## src/rtl/snoop_bus_sequencer.sv

```systemverilog
// Snoop bus sequencer: round-robin arbitration between two L1 controllers, then broadcast, snoop, optional memory fill and response.
// Optional memory-wait timeout enabled by defining BUS_TIMEOUT_EN.
module snoop_bus_sequencer #(
  parameter int unsigned ADDR_W         = 32,
  parameter int unsigned DATA_W         = 32,
  parameter int unsigned TIMEOUT_CYCLES = 64
) (
  input  logic              clk,
  input  logic              reset,
  input  logic              req1,
  input  logic              req2,
  input  logic [1:0]        op1,
  input  logic [1:0]        op2,
  input  logic [ADDR_W-1:0] addr1,
  input  logic [ADDR_W-1:0] addr2,
  output logic              gnt1,
  output logic              gnt2,
  output logic              snoop_valid1,
  output logic              snoop_valid2,
  output logic [1:0]        snoop_op,
  output logic [ADDR_W-1:0] snoop_addr,
  input  logic              snoop_hit1,
  input  logic              snoop_hit2,
  input  logic [DATA_W-1:0] snoop_data1,
  input  logic [DATA_W-1:0] snoop_data2,
  output logic              mem_req,
  output logic [ADDR_W-1:0] mem_addr,
  input  logic              mem_ready,
  input  logic [DATA_W-1:0] mem_rdata,
  output logic              resp_valid1,
  output logic              resp_valid2,
  output logic [DATA_W-1:0] resp_data,
  output logic              resp_shared,
  output logic              resp_err
);

  localparam logic [1:0] OP_UPGR = 2'b01;
  localparam logic [1:0] OP_NONE = 2'b11;

  typedef enum logic [1:0] {
    IDLE  = 2'd0,
    SNOOP = 2'd1,
    MEM   = 2'd2,
    RESP  = 2'd3
  } state_t;

  state_t              state;
  logic                rr_ptr;
  logic                owner_q;   // 0: core1 owns the bus, 1: core2
  logic [1:0]          op_q;
  logic [ADDR_W-1:0]   addr_q;
  logic                hit_q;

  logic                valid1_c;
  logic                valid2_c;
  logic                win2_c;
  logic [1:0]          win_op_c;
  logic [ADDR_W-1:0]   win_addr_c;
  logic                hit_c;
  logic [DATA_W-1:0]   sdata_c;
  logic                timeout_c;

  assign valid1_c   = req1 && (op1 != OP_NONE);
  assign valid2_c   = req2 && (op2 != OP_NONE);
  assign win2_c     = valid2_c && (!valid1_c || rr_ptr);
  assign win_op_c   = win2_c ? op2 : op1;
  assign win_addr_c = win2_c ? addr2 : addr1;

  // The snooped core is always the one that does not own the bus.
  assign hit_c   = owner_q ? snoop_hit1  : snoop_hit2;
  assign sdata_c = owner_q ? snoop_data1 : snoop_data2;

`ifdef BUS_TIMEOUT_EN
  localparam int unsigned CNT_W = $clog2(TIMEOUT_CYCLES) + 1;

  logic [CNT_W-1:0] wait_cnt;

  assign timeout_c = (wait_cnt == CNT_W'(TIMEOUT_CYCLES - 1));

  // Saturating count of MEM cycles without data; zero whenever outside MEM.
  always_ff @(posedge clk) begin
    if (reset) begin
      wait_cnt <= '0;
      resp_err <= 1'b0;
    end else begin
      resp_err <= (state == MEM) && !mem_ready && timeout_c;
      if (state != MEM) begin
        wait_cnt <= '0;
      end else if (!mem_ready && (wait_cnt != '1)) begin
        wait_cnt <= wait_cnt + CNT_W'(1);
      end
    end
  end
`else
  logic [31:0] timeout_unused;

  assign timeout_unused = 32'(TIMEOUT_CYCLES);
  assign timeout_c      = 1'b0;
  assign resp_err       = 1'b0;
`endif

  always_ff @(posedge clk) begin
    if (reset) begin
      state        <= IDLE;
      rr_ptr       <= 1'b0;
      owner_q      <= 1'b0;
      op_q         <= '0;
      addr_q       <= '0;
      hit_q        <= 1'b0;
      gnt1         <= 1'b0;
      gnt2         <= 1'b0;
      snoop_valid1 <= 1'b0;
      snoop_valid2 <= 1'b0;
      snoop_op     <= '0;
      snoop_addr   <= '0;
      mem_req      <= 1'b0;
      mem_addr     <= '0;
      resp_valid1  <= 1'b0;
      resp_valid2  <= 1'b0;
      resp_data    <= '0;
      resp_shared  <= 1'b0;
    end else begin
      case (state)
        IDLE: begin
          if (valid1_c || valid2_c) begin
            state        <= SNOOP;
            owner_q      <= win2_c;
            op_q         <= win_op_c;
            addr_q       <= win_addr_c;
            rr_ptr       <= !win2_c;
            gnt1         <= !win2_c;
            gnt2         <= win2_c;
            snoop_valid1 <= win2_c;
            snoop_valid2 <= !win2_c;
            snoop_op     <= win_op_c;
            snoop_addr   <= win_addr_c;
          end
        end

        SNOOP: begin
          hit_q        <= hit_c;
          snoop_valid1 <= 1'b0;
          snoop_valid2 <= 1'b0;
          snoop_op     <= '0;
          snoop_addr   <= '0;
          if ((op_q == OP_UPGR) || hit_c) begin
            state       <= RESP;
            resp_valid1 <= !owner_q;
            resp_valid2 <= owner_q;
            // An upgrade only needs ownership; no data or sharing is reported.
            resp_data   <= (op_q == OP_UPGR) ? '0 : sdata_c;
            resp_shared <= (op_q != OP_UPGR) && hit_c;
          end else begin
            state    <= MEM;
            mem_req  <= 1'b1;
            mem_addr <= addr_q;
          end
        end

        MEM: begin
          if (mem_ready) begin
            state       <= RESP;
            mem_req     <= 1'b0;
            mem_addr    <= '0;
            resp_valid1 <= !owner_q;
            resp_valid2 <= owner_q;
            resp_data   <= mem_rdata;
            resp_shared <= hit_q;
          end else if (timeout_c) begin
            state       <= RESP;
            mem_req     <= 1'b0;
            mem_addr    <= '0;
            resp_valid1 <= !owner_q;
            resp_valid2 <= owner_q;
            resp_data   <= '0;
            resp_shared <= 1'b0;
          end
        end

        RESP: begin
          state       <= IDLE;
          gnt1        <= 1'b0;
          gnt2        <= 1'b0;
          resp_valid1 <= 1'b0;
          resp_valid2 <= 1'b0;
          resp_data   <= '0;
          resp_shared <= 1'b0;
        end

        default: state <= IDLE;
      endcase
    end
  end

endmodule

```

## config.mk

```make
export PLATFORM = sky130hd
export DESIGN_NAME = snoop_bus_sequencer
export DESIGN_NICKNAME = d
export VERILOG_FILES = /design/src/rtl/snoop_bus_sequencer.sv
export SDC_FILE = /design/constraint.sdc
export NUM_CORES = 1
export LEC_CHECK = 0
export BUFFER_PORTS_ARGS = -buffer_cell sky130_fd_sc_hd__clkbuf_2
export CAP_MARGIN = 40
export CORE_MARGIN = 2
export CORE_UTILIZATION = 40
export DETAILED_ROUTE_END_ITERATION = 10
export PLACE_DENSITY_LB_ADDON = 0.3
export SKIP_LAST_GASP = 1
export SYNTH_ARGS = -nofsm -noshare
export SYNTH_HDL_FRONTEND = slang
export SYNTH_SLANG_ARGS = --single-unit
```

## constraint.sdc

```tcl
create_clock -name clk -period 4.85 [get_ports clk]
set_clock_uncertainty 0.05 [all_clocks]
set_input_delay 0.7275 -clock clk [delete_from_list [all_inputs] [get_ports clk]]
set_output_delay 0.7275 -clock clk [all_outputs]
set_load 0.005 [all_outputs]
```

# [After elaboration in Yosys (flattened, before gate mapping)]
# Cells that the tools add are included.
[word_totals] ff_bits=145 in_bits=171 output_inout_bits=107 word_cells=87
[op_classes] eq_ne=11 muxes=37 reduce_logical=21
[ops] op="$mux 32" count=8
[ops] op="$pmux 32 s2" count=2
[ops] op="$pmux 32 s3" count=1
[ops] op="$mux 1" count=12
[ops] op="$ne 2x2->1 const B" count=6
[ops] op="$pmux 1 s2" count=5
[ops] op="$pmux 1 s3" count=3
[ops] op="$mux 2" count=4
[ops] op="$pmux 2 s4" count=1
[ops] op="$reduce_and 2->1" count=4
[ops] op="$reduce_and 3->1" count=2
[ops] op="$reduce_bool 2->1" count=3
[ops] op="$eq 2x1->1 const B" count=2
[ops] op="$eq 2x2->1 const B" count=2
[ops] op="$logic_and 1x1->1" count=4
[ops] op="$pmux 2 s2" count=1
[ops] op="$logic_not 1->1" count=3
[ops] op="$logic_or 1x1->1" count=3
[ops] op="$reduce_bool 3->1" count=1
[ops] op="$logic_not 2->1" count=1
[ops] op="$ne 2x1->1 const B" count=1

# [Depth between registers and ports, before layout]
# Gate-level depths: netlist (run 1).
[depth] word_depth=8 ltp_mapped=9

# [Worst setup path after synthesis (run 1)]
# No wires, ideal clock.
[synth_path] path_kind="input-to-reg" startpoint="input port req2" endpoint="register snoop_addr[20]" setup_ns=0.122 arrival_time_ns=1.917 setup_slack_ns=2.762 stages=6 n_path_buf=2 cell_sequence="a21bo_2 > buf_2 > a31oi_1 > nor2_1 > clkbuf_1 > a221o_1"
[synth_between] elab_chain_cells=5 elab_cells_between_ends=8
[synth_rtl] element="from (decl)" line="11" source="input logic req2,"
[synth_rtl] element="$logic_and 1x1->1 *" line="64" source="assign valid2_c = req2 && (op2 != OP_NONE);"
[synth_rtl] element="$logic_and 1x1->1" line="65" source="assign win2_c = valid2_c && (!valid1_c || rr_ptr);"
[synth_rtl] element="$mux 32" line="67" source="assign win_addr_c = win2_c ? addr2 : addr1;"
[synth_rtl] element="$mux 32" line="125" source="if (valid1_c || valid2_c) begin"
[synth_rtl] element="$pmux 32 s2" line="123" source="case (state)"
[synth_rtl] element="to (signal assigned)" line="136" source="snoop_addr <= win_addr_c;"
[synth_rtl] element="to (decl)" line="21" source="output logic [ADDR_W-1:0] snoop_addr,"
# Every way passes the cells marked *; elsewhere a longest branch is shown, timed or not. The select of a mux whose other input is x is not followed.
# A chain may end at the register's enable or synchronous reset.

# [Worst setup path in the final report (run 1)]
[layout_path] startpoint="register state[1]" endpoint="register snoop_addr[18]"
[layout_between] elab_chain_cells=3 elab_cells_between_ends=6
[layout_rtl] element="from (decl)" line="47" source="state_t state;"
[layout_rtl] element="from (signal assigned)" line="104" source="state <= IDLE;"
[layout_rtl] element="from (signal assigned)" line="126" source="state <= SNOOP;"
[layout_rtl] element="from (signal assigned)" line="147" source="state <= RESP;"
[layout_rtl] element="$eq 2x1->1 / $logic_not 2->1 (equally long branches)" line="123"
[layout_rtl] element="$reduce_bool 2->1 (no line) / $ne 2x2->1 (equally long branches)"
[layout_rtl] element="$reduce_and 2->1 (no line)"
# Several ways; a longest one is shown, not always the timed one.

==> results_dict.tcl, run 1 <==
set metrics [dict create \
    outcome "finished clean" \
    ys_warn_count 0 \
    grt_usage_pct 21.2 \
    setup-tns-final_ps 0 \
    cts.sinks 145 \
    setup.worst_path.start "state[1]" \
    start_kind "flip-flop" \
    grt_pass1_vias 5235 \
    final_layout_size_suffix_gt1_share_pct 43.8 \
    drv_slew 0 \
    max_stage_delay_ps 650 \
    antenna_cells 0 \
    synth_area_per_cell_sq_um 11.0 \
    end_kind "flip-flop" \
    grt_overflow_total 0 \
    dpl.hpwl_um 12600 \
    synth_area_sq_um 6190 \
    tritoncts "built" \
    p_leak_uw 0.00380 \
    finalPower_uw 4620 \
    crit_type "reg -> reg" \
    multi_input_area_sq_um 3030 \
    cts_setup_buffers 0 \
    place_inst 987 \
    fp.dieH_um 128 \
    synth_edf_count 0 \
    fin_crit_sh_pct 55.1 \
    netlist_instances 563 \
    postSynthNetCount 739 \
    cp_slowest_cell "nor2_2" \
    ir_worst_vdd_uv 311 \
    synth_common_cells "145 x dfxtp_1, 68 x a221o_1, 68 x and2_1" \
    clk_latency_ps 420 \
    ys.flop_type "dfxtp_1" \
    start_util_pct 40.8 \
    maxCapViolCount 0 \
    h-tree-depth 4 \
    crit_arrival_ps 2980 \
    required_ps 5150 \
    rr_worst_depth 6 \
    worst_pin_slew_ps 819 \
    grt_pass1_wl_um 27200 \
    wl_per_cell_um 17.2 \
    fin_cells 1019 \
    wl_um 17600 \
    cts_buffers 17 \
    clk_pin_slew_ps 60 \
    rows 45 \
    vias_per_cell 5.31 \
    relSlewSlack_pct 45.4 \
    gp_congestion 0.784 \
    regToRegSetupSlack_ps 2180 \
    async_reset_ff_share_pct 0 \
    rsz0062_at_grt "no" \
    die_width_um 128 \
    path_cells "inv_1, ha_1, or3b_1, nor2_2, buf_4, a221o_1" \
    r2r-start "state[1]" \
    antenna_found_initial 0 \
    cts_hold_buf 0 \
    hold_class "reg -> reg" \
    core_sq_um 15100 \
    cp_max_fo 18 \
    synth_top_area_cell "dfxtp_1" \
    cellPowerDensity_nw_per_um2 557 \
    fmax_ghz 0.374 \
    critPathCapture "snoop_addr[18]" \
    grt_max_degree 70 \
    syn_to_final_growth_pct 33.9 \
    drc_errors 0 \
    fin_nets 994 \
    synthTopCellsByArea "dfxtp_1 47%, a221o_1 11%, a211oi_2 7.1%" \
    vias 5414 \
    timing.rr.end "snoop_addr[18]" \
    synth_seq_cells 145 \
    drt-initial-drc-count 266 \
    synth_top_area_share_pct 46.9 \
    dieArea_sq_um 16500 \
    yosysMostFrequentCell "dfxtp_1" \
    pin_count 278 \
    io_buffer_count 276 \
    final_util_pct 54.7 \
    cts-root-buf "clkbuf_16" \
    drt-pass1-iter-count 5 \
    fin_crit_ps 2670 \
    nFillCells 1369 \
    setup_viol 0 \
    cts_resized 0 \
    hold_violations 0 \
    ant_nets 0 \
    synth_cell_types 35 \
    hold_slack_ps 407 \
    area.sequential_sq_um 2900 \
    clk_path_buf_depth 2 \
    ys_seq_area_share_pct 46.9 \
]
[cell families after synthesis]
kind of cell | share of synthesized area [%]
compound gates | 30.5
flops | 46.9
simple gates | 10.9
buf+inv | 4.75
mux | 5.87
fa+ha+maj | 1.01
other cells | 0.0606
[layout make-up]
class                           instances  area share [%]
Multi-Input combinational cell        361            36.5
Sequential cell                       145            35.0
Timing Repair Buffer                  288            18.2
Clock buffer                           21            5.56
Tap cell                              188            2.84
Clock inverter                         11            1.57
Inverter                                5           0.227
[sequential cells by signal, indices dropped and copies added, names as in the netlist]
| register | count |
|---|---|
| addr_q | 32 |
| snoop_valid2 | 1 |
| state | 2 |
| snoop_addr | 32 |
| rr_ptr | 1 |
| resp_valid1 | 1 |
| snoop_valid1 | 1 |
| gnt2 | 1 |
| resp_shared | 1 |
| owner_q | 1 |
| resp_data | 32 |
| mem_addr | 32 |
| snoop_op | 2 |
| hit_q | 1 |
| mem_req | 1 |
| gnt1 | 1 |
| resp_valid2 | 1 |
| op_q | 2 |
[cells in the final DEF (no fill, tap or decap), types with 4 or more instances in the layout]
cell | netlist | final
a211oi_2 | 35 | 33
a21oi_1 | 5 | 5
a221o_1 | 68 | 68
a22o_1 | 34 | 34
a2bb2oi_1 | 33 | 33
a31oi_1 | 4 | 4
and2_1 | 68 | 68
buf_4 | 4 | 10
clkbuf_16 | 0 | 17
clkbuf_2 | 3 | 276
clkinv_4 | 0 | 4
dfxtp_1 | 145 | 144
ha_1 | 5 | 5
inv_1 | 5 | 5
mux2i_1 | 34 | 34
nor2_1 | 45 | 41
[routing by layer]
layer | up-vias | global-route usage (%) | share of wire, %
met1 | 2519 | 24.5 | 42
li1 | 2651 | - | -
met4 | 0 | 7.69 | 1.9
met2 | 221 | 36.6 | 48
met5 | - | 0 | 0
met3 | 23 | 6.99 | 7.8
[report_power, final]
group	switching (uW)	internal [uW]	leakage, uW
registers	160	1490	0.00119
logic	901	767	0.00232
clock network	511	790	0.000293
total	1570	3050	0.00380
[worst min-delay path by stage]
stage | from | endpoint | cells past startpoint
floorplan | addr_q[0] | mem_addr[0] | 1
global placement | snoop_valid2 | snoop_valid2 | 1
detailed placement | mem_req | mem_req | 1
CTS | mem_req | mem_req | 1
global route | mem_req | mem_req | 1
finish | mem_req | mem_req | 1
[through the flow]
step	cell area, sq um	setup slack (ps)
after detailed placement	7690	1860
after floorplan	6190	2760
after global routing	8290	2010
final	8290	2180
after CTS	8290	2160
after global placement	7640	1910
[critical path, delay by kind of cell, from the launching register on]
kind	cells	cell delay, ps
flops	1	390
buf+inv	2	500
simple gates	2	1140
fa+ha+maj	1	330
compound gates	1	200
(Power assumes the default switching activity.)
==> inputs of run 2 (changes only) <==
clock period = 2.8 ns   (was 4.85 ns; I/O delays follow)
==> results_dict.tcl, run 2 (synthesis results as in run 1) <==
set metrics [dict create \
    fin_area_sq_um 8290 \
    vias 5405 \
    outcome "finished clean" \
    wl_per_cell_um 17.3 \
    fin_cells 1022 \
    grt_usage_pct 20.8 \
    final_cell_mix "276 x clkbuf_2, 144 x dfxtp_1, 68 x and2_1, 68 x a221o_1, 41 x nor2_1" \
    io_buffer_count 276 \
    required_ps 3120 \
    wl_um 17600 \
    vias_per_cell 5.29 \
    start_kind "flip-flop" \
    fin_nets 998 \
    start_util_pct 40.8 \
    clk_path_buf_depth 2 \
    grt_pass1_vias 5105 \
    fin_crit_ps 2270 \
    cts.sinks 145 \
    fin_crit_sh_pct 81.0 \
    cts_hold_buf 0 \
    drt-pass1-iter-count 4 \
    hold_class "in -> reg" \
    tritoncts "built" \
    hold_slack_ps 191 \
    ir_worst_vdd_uv 526 \
    antenna_cells 0 \
    cts_buffers 17 \
    final_layout_size_suffix_gt1_share_pct 44.2 \
    drv_slew 0 \
    fmax_ghz 0.441 \
    pin_count 278 \
    grt_overflow_total 0 \
    end_kind "flip-flop" \
    hold_violations 0 \
    cp_max_fo 19 \
    grt_pass1_wl_um 26600 \
    p_leak_uw 0.00380 \
    place_inst 991 \
    cts-root-buf "clkbuf_16" \
    h-tree-depth 4 \
    antenna_found_initial 0 \
    core_sq_um 15100 \
    cts_resized 0 \
    cellPowerDensity_nw_per_um2 966 \
    dpl.hpwl_um 12600 \
    clk_latency_ps 420 \
    gp_congestion 0.759 \
    drc_errors 0 \
    clk_pin_slew_ps 60 \
    finalPower_uw 8000 \
    placed_area_sq_um 7700 \
    rows 45 \
    grt_max_degree 54 \
    crit_type "reg -> reg" \
    fp.dieH_um 128 \
    ant_nets 0 \
    mostFrequentLayoutCell "clkbuf_2" \
    setup-tns-final_ps 0 \
    crit_arrival_ps 2580 \
    worst_pin_slew_ps 825 \
    syn_to_final_growth_pct 34.0 \
    die_width_um 128 \
    maxCapViolCount 0 \
    cts_setup_buffers 0 \
    rsz0062_at_grt "no" \
    drt-initial-drc-count 233 \
    relSlewSlack_pct 45.0 \
    dieArea_sq_um 16500 \
    setup_viol 0 \
]
==> run 2: final timing paths <==
kind,startpoint,endpoint,slack [ps],cells after the start
worst max-delay path,state[0],addr_q[18],530,7
worst min-delay path,addr1[28],snoop_addr[28],190,2
worst max register to register,state[0],addr_q[18],530,7
worst min register to register,snoop_valid2,snoop_valid2,400,1
==> run 2: where the power goes <==
group | internal (uW) | switching [uW] | leakage, uW
registers | 2580 | 275 | 0.00119
clock network | 1350 | 918 | 0.000278
logic | 1330 | 1560 | 0.00233
total | 5250 | 2750 | 0.00380
==> run 2: final cells by class <==
cell class	count	area, sq um
clock buffer	18	439
clock inverter	13	150
fill	1364	6860
inverter	5	18.8
multi-input combinational	361	3030
sequential	145	2900
tap	188	235
timing repair buffer	292	1510
==> run 2: metal layers <==
| metal | track usage (%) | wire length, um | vias up |
|---|---|---|---|
| met3 | 7.15 | 1480 | 22 |
| li1 | - | - | 2662 |
| met4 | 8.34 | 278 | 0 |
| met1 | 24.3 | 7380 | 2498 |
| met2 | 35.1 | 8500 | 223 |
| met5 | 0 | 0 | - |
==> run 2: worst max-delay path, stage by stage, from the launching register on <==
cell      delay [ps]
dfxtp_1          330
inv_1            140
ha_1             340
nand2b_1         210
a211oi_4         540
buf_4            340
and2_1           160
a221o_1          100
==> run 2: through the flow <==
stage,worst slack [ps],util [%]
final,532,54.7
after global routing,308,54.7
after CTS,510,54.7
after detailed placement,541,50.8
after global placement,593,50.8
after floorplan,811,-
==> inputs of run 3 (changes only) <==
ABC_AREA = 1   (was unset)
clock period = 2.2 ns   (was 2.8 ns; I/O delays follow)
==> results_dict.tcl, run 3 <==
set metrics [dict create \
    synth_top_area_cell "dfxtp_1" \
    placed_area_sq_um 8250 \
    clk_pin_slew_ps 60 \
    antenna_cells 0 \
    synth_edf_count 0 \
    min_from "reset" \
    clk_latency_ps 410 \
    p_sw_uw 4100 \
    worst_slack_ps 324 \
    wl_um 20400 \
    p_int_uw 6740 \
    tritoncts "built" \
    cts.sinks 145 \
    gp_congestion 0.808 \
    grt_pass1_wl_um 32300 \
    synth_area_sq_um 6770 \
    setup_viol 0 \
    ys_warn_count 0 \
    synthSimpleGateAreaFrac_pct 32.8 \
    path_cells "inv_1, ha_1, inv_2, nor2_1, nor2_2, nand2_8, nand2_1, nand2_1, nor2_1" \
    timing.rr.end "resp_data[28]" \
    post_synth_fa_ha_maj_area_fraction_pct 0.925 \
    hold_depth 4 \
    rows 47 \
    maxCapViolCount 0 \
    crit_type "reg -> reg" \
    rr_worst_depth 9 \
    hold_violations 0 \
    setup.worst_path.start "state[0]" \
    grt_max_degree 110 \
    grt_usage_pct 22.4 \
    synth_cell_types 26 \
    setup-tns-final_ps 0 \
    synth_compound_area_share_pct 15.1 \
    fin_crit_ps 1880 \
    synth_common_cells "352 x nand2_1, 145 x dfxtp_1, 111 x a21oi_1" \
    ys_seq_area_share_pct 42.9 \
    cts_buffers 17 \
    final_cell_mix "351 x nand2_1, 275 x clkbuf_2, 145 x dfxtp_1" \
    synth_top_area_share_pct 42.9 \
    required_ps 2500 \
    outcome "finished clean" \
    pin_count 278 \
    rsz0062_at_grt "no" \
    drv_slew 0 \
    dieArea_sq_um 18000 \
    multi_input_area_sq_um 3330 \
    seq_power_share_pct 33.2 \
    dpl.hpwl_um 14100 \
    regToRegSetupSlack_ps 320 \
    syn_to_final_growth_pct 31.6 \
    cp_max_fo 68 \
    synth_top_family_by_area "simple AND/OR/NAND/NOR gates" \
    synth_seq_cells 145 \
    core_sq_um 16600 \
    m1WireLength_um 8940 \
    cts-root-buf "clkbuf_16" \
    io_buffer_count 276 \
    synth-xor-area-share_pct 0 \
    wl_per_cell_um 13.9 \
    fin_crit_sh_pct 85.3 \
    cp_num_buf_inv 2 \
    sw_frac_of_total_pct 37.8 \
    async_reset_ff_share_pct 0 \
    met2WireLength_um 9690 \
    power.share.combinational_pct 38.2 \
    vias 7134 \
    mostFrequentLayoutCell "nand2_1" \
    p_leak_uw 0.00425 \
    start_util_pct 40.8 \
    cp_slowest_cell "dfxtp_1" \
    drc_errors 0 \
    synthTopCellsByArea "dfxtp_1 43%, nand2_1 20%, a21oi_1 8.2%" \
    final_layout_size_suffix_gt1_share_pct 27.1 \
    cts_hold_buf 0 \
    area.sequential_sq_um 2900 \
    hold_end "owner_q" \
    fmax_ghz 0.533 \
    cts_setup_buffers 0 \
    vias_per_cell 4.85 \
    die_width_um 134 \
    ir_worst_vdd_uv 658 \
    end_kind "flip-flop" \
    pre_cts_ws_ps 133 \
    netlist_instances 998 \
    crit_family "simple AND/OR/NAND/NOR gates" \
    synth_area_per_cell_sq_um 6.78 \
    h-tree-depth 4 \
    clk_path_buf_depth 2 \
    drt-initial-drc-count 422 \
    hold_class "in -> reg" \
    fin_nets 1414 \
    nFillCells 1677 \
    ys.flop_type "dfxtp_1" \
    ant_nets 0 \
    synth.mux.area_fraction_pct 0 \
    crit_arrival_ps 2180 \
    route.met3.wl_um 1450 \
    fin_area_sq_um 8900 \
    grt_overflow_total 0 \
    antenna_found_initial 0 \
    postSynthNetCount 1174 \
    yosysMostFrequentCell "nand2_1" \
    grt_pass1_vias 6515 \
    cts_resized 0 \
    start_kind "flip-flop" \
    top_layer_used "met4" \
    fp.dieH_um 134 \
    drt-pass1-iter-count 5 \
    max_stage_delay_ps 400 \
    cellPowerDensity_nw_per_um2 1220 \
    pwr-share-clk_pct 28.5 \
    r2r-start "state[0]" \
]
run 3: changes by cell type after synthesis, moves of 35 or more:
cell | before | now
inv_1 | 5 | 42
a211oi_2 | 35 | 0
and2_1 | 68 | 0
a221o_1 | 68 | 0
nand3_1 | 3 | 110
a21oi_1 | 5 | 111
nand2_1 | 2 | 352
run 3: area by class of cell:
class | instances | share of cell area, %
inverters | 47 | 1.98
clock buffers | 24 | 5.86
multi-input cells | 733 | 37.3
repair buffers | 294 | 17.8
clock inverters | 8 | 1.36
well taps | 220 | 3.09
flip-flops and latches | 145 | 32.6
run 3: kinds of logic (layout without fill, tap and decap cells):
family                   count (synthesis)  after routing
flip-flops                             145            145
other                                    1              1
AND/OR/NAND/NOR                        543            543
adder cells (fa/ha/maj)                  5              5
AO/OA/AOI/OAI                          184            184
buffers and inverters                  120            373
run 3: worst max-delay path by stage:
stage                               end  cells past startpoint
after floorplan           resp_data[12]                     11
after global placement    resp_data[15]                      8
after detailed placement  resp_data[10]                      8
after CTS                 resp_data[10]                      8
after global routing      resp_data[12]                      9
final                     resp_data[28]                      9
run 3: per-layer routing:
| layer | GRT usage, % | up-vias |
|---|---|---|
| met1 | 27.6 | 3161 |
| met5 | 0 | - |
| met4 | 7.43 | 0 |
| met2 | 38.6 | 260 |
| met3 | 5.14 | 24 |
| li1 | - | 3689 |
run 3: power by group through the flow:
stage	logic (uW)	registers, uW	clock network, uW
after CTS	4170	3600	3140
after floorplan	2830	3620	0
after global placement	4110	3630	0
after detailed placement	4150	3650	0
final	4140	3600	3090
after global routing	4720	3670	3260
run 3: worst register-to-register path, stage by stage, from the launching register on:
cell	delay, ps
dfxtp_1	400
inv_1	110
ha_1	270
inv_2	80
nor2_1	70
nor2_2	230
nand2_8	270
nand2_1	170
nand2_1	60
nor2_1	90
run 3: metrics by stage:
stage          util [%]  hold slack (ps)  total power [uW]  std cells
3_3_place_gp       49.8              395              7740       1439
3_5_place_dp       49.8              401              7800       1439
6_report           53.7              193             10800       1471
5_1_grt            53.7              215             11600       1471
2_1_floorplan         -              389              6440        998
4_1_cts            53.6              183             10900       1471
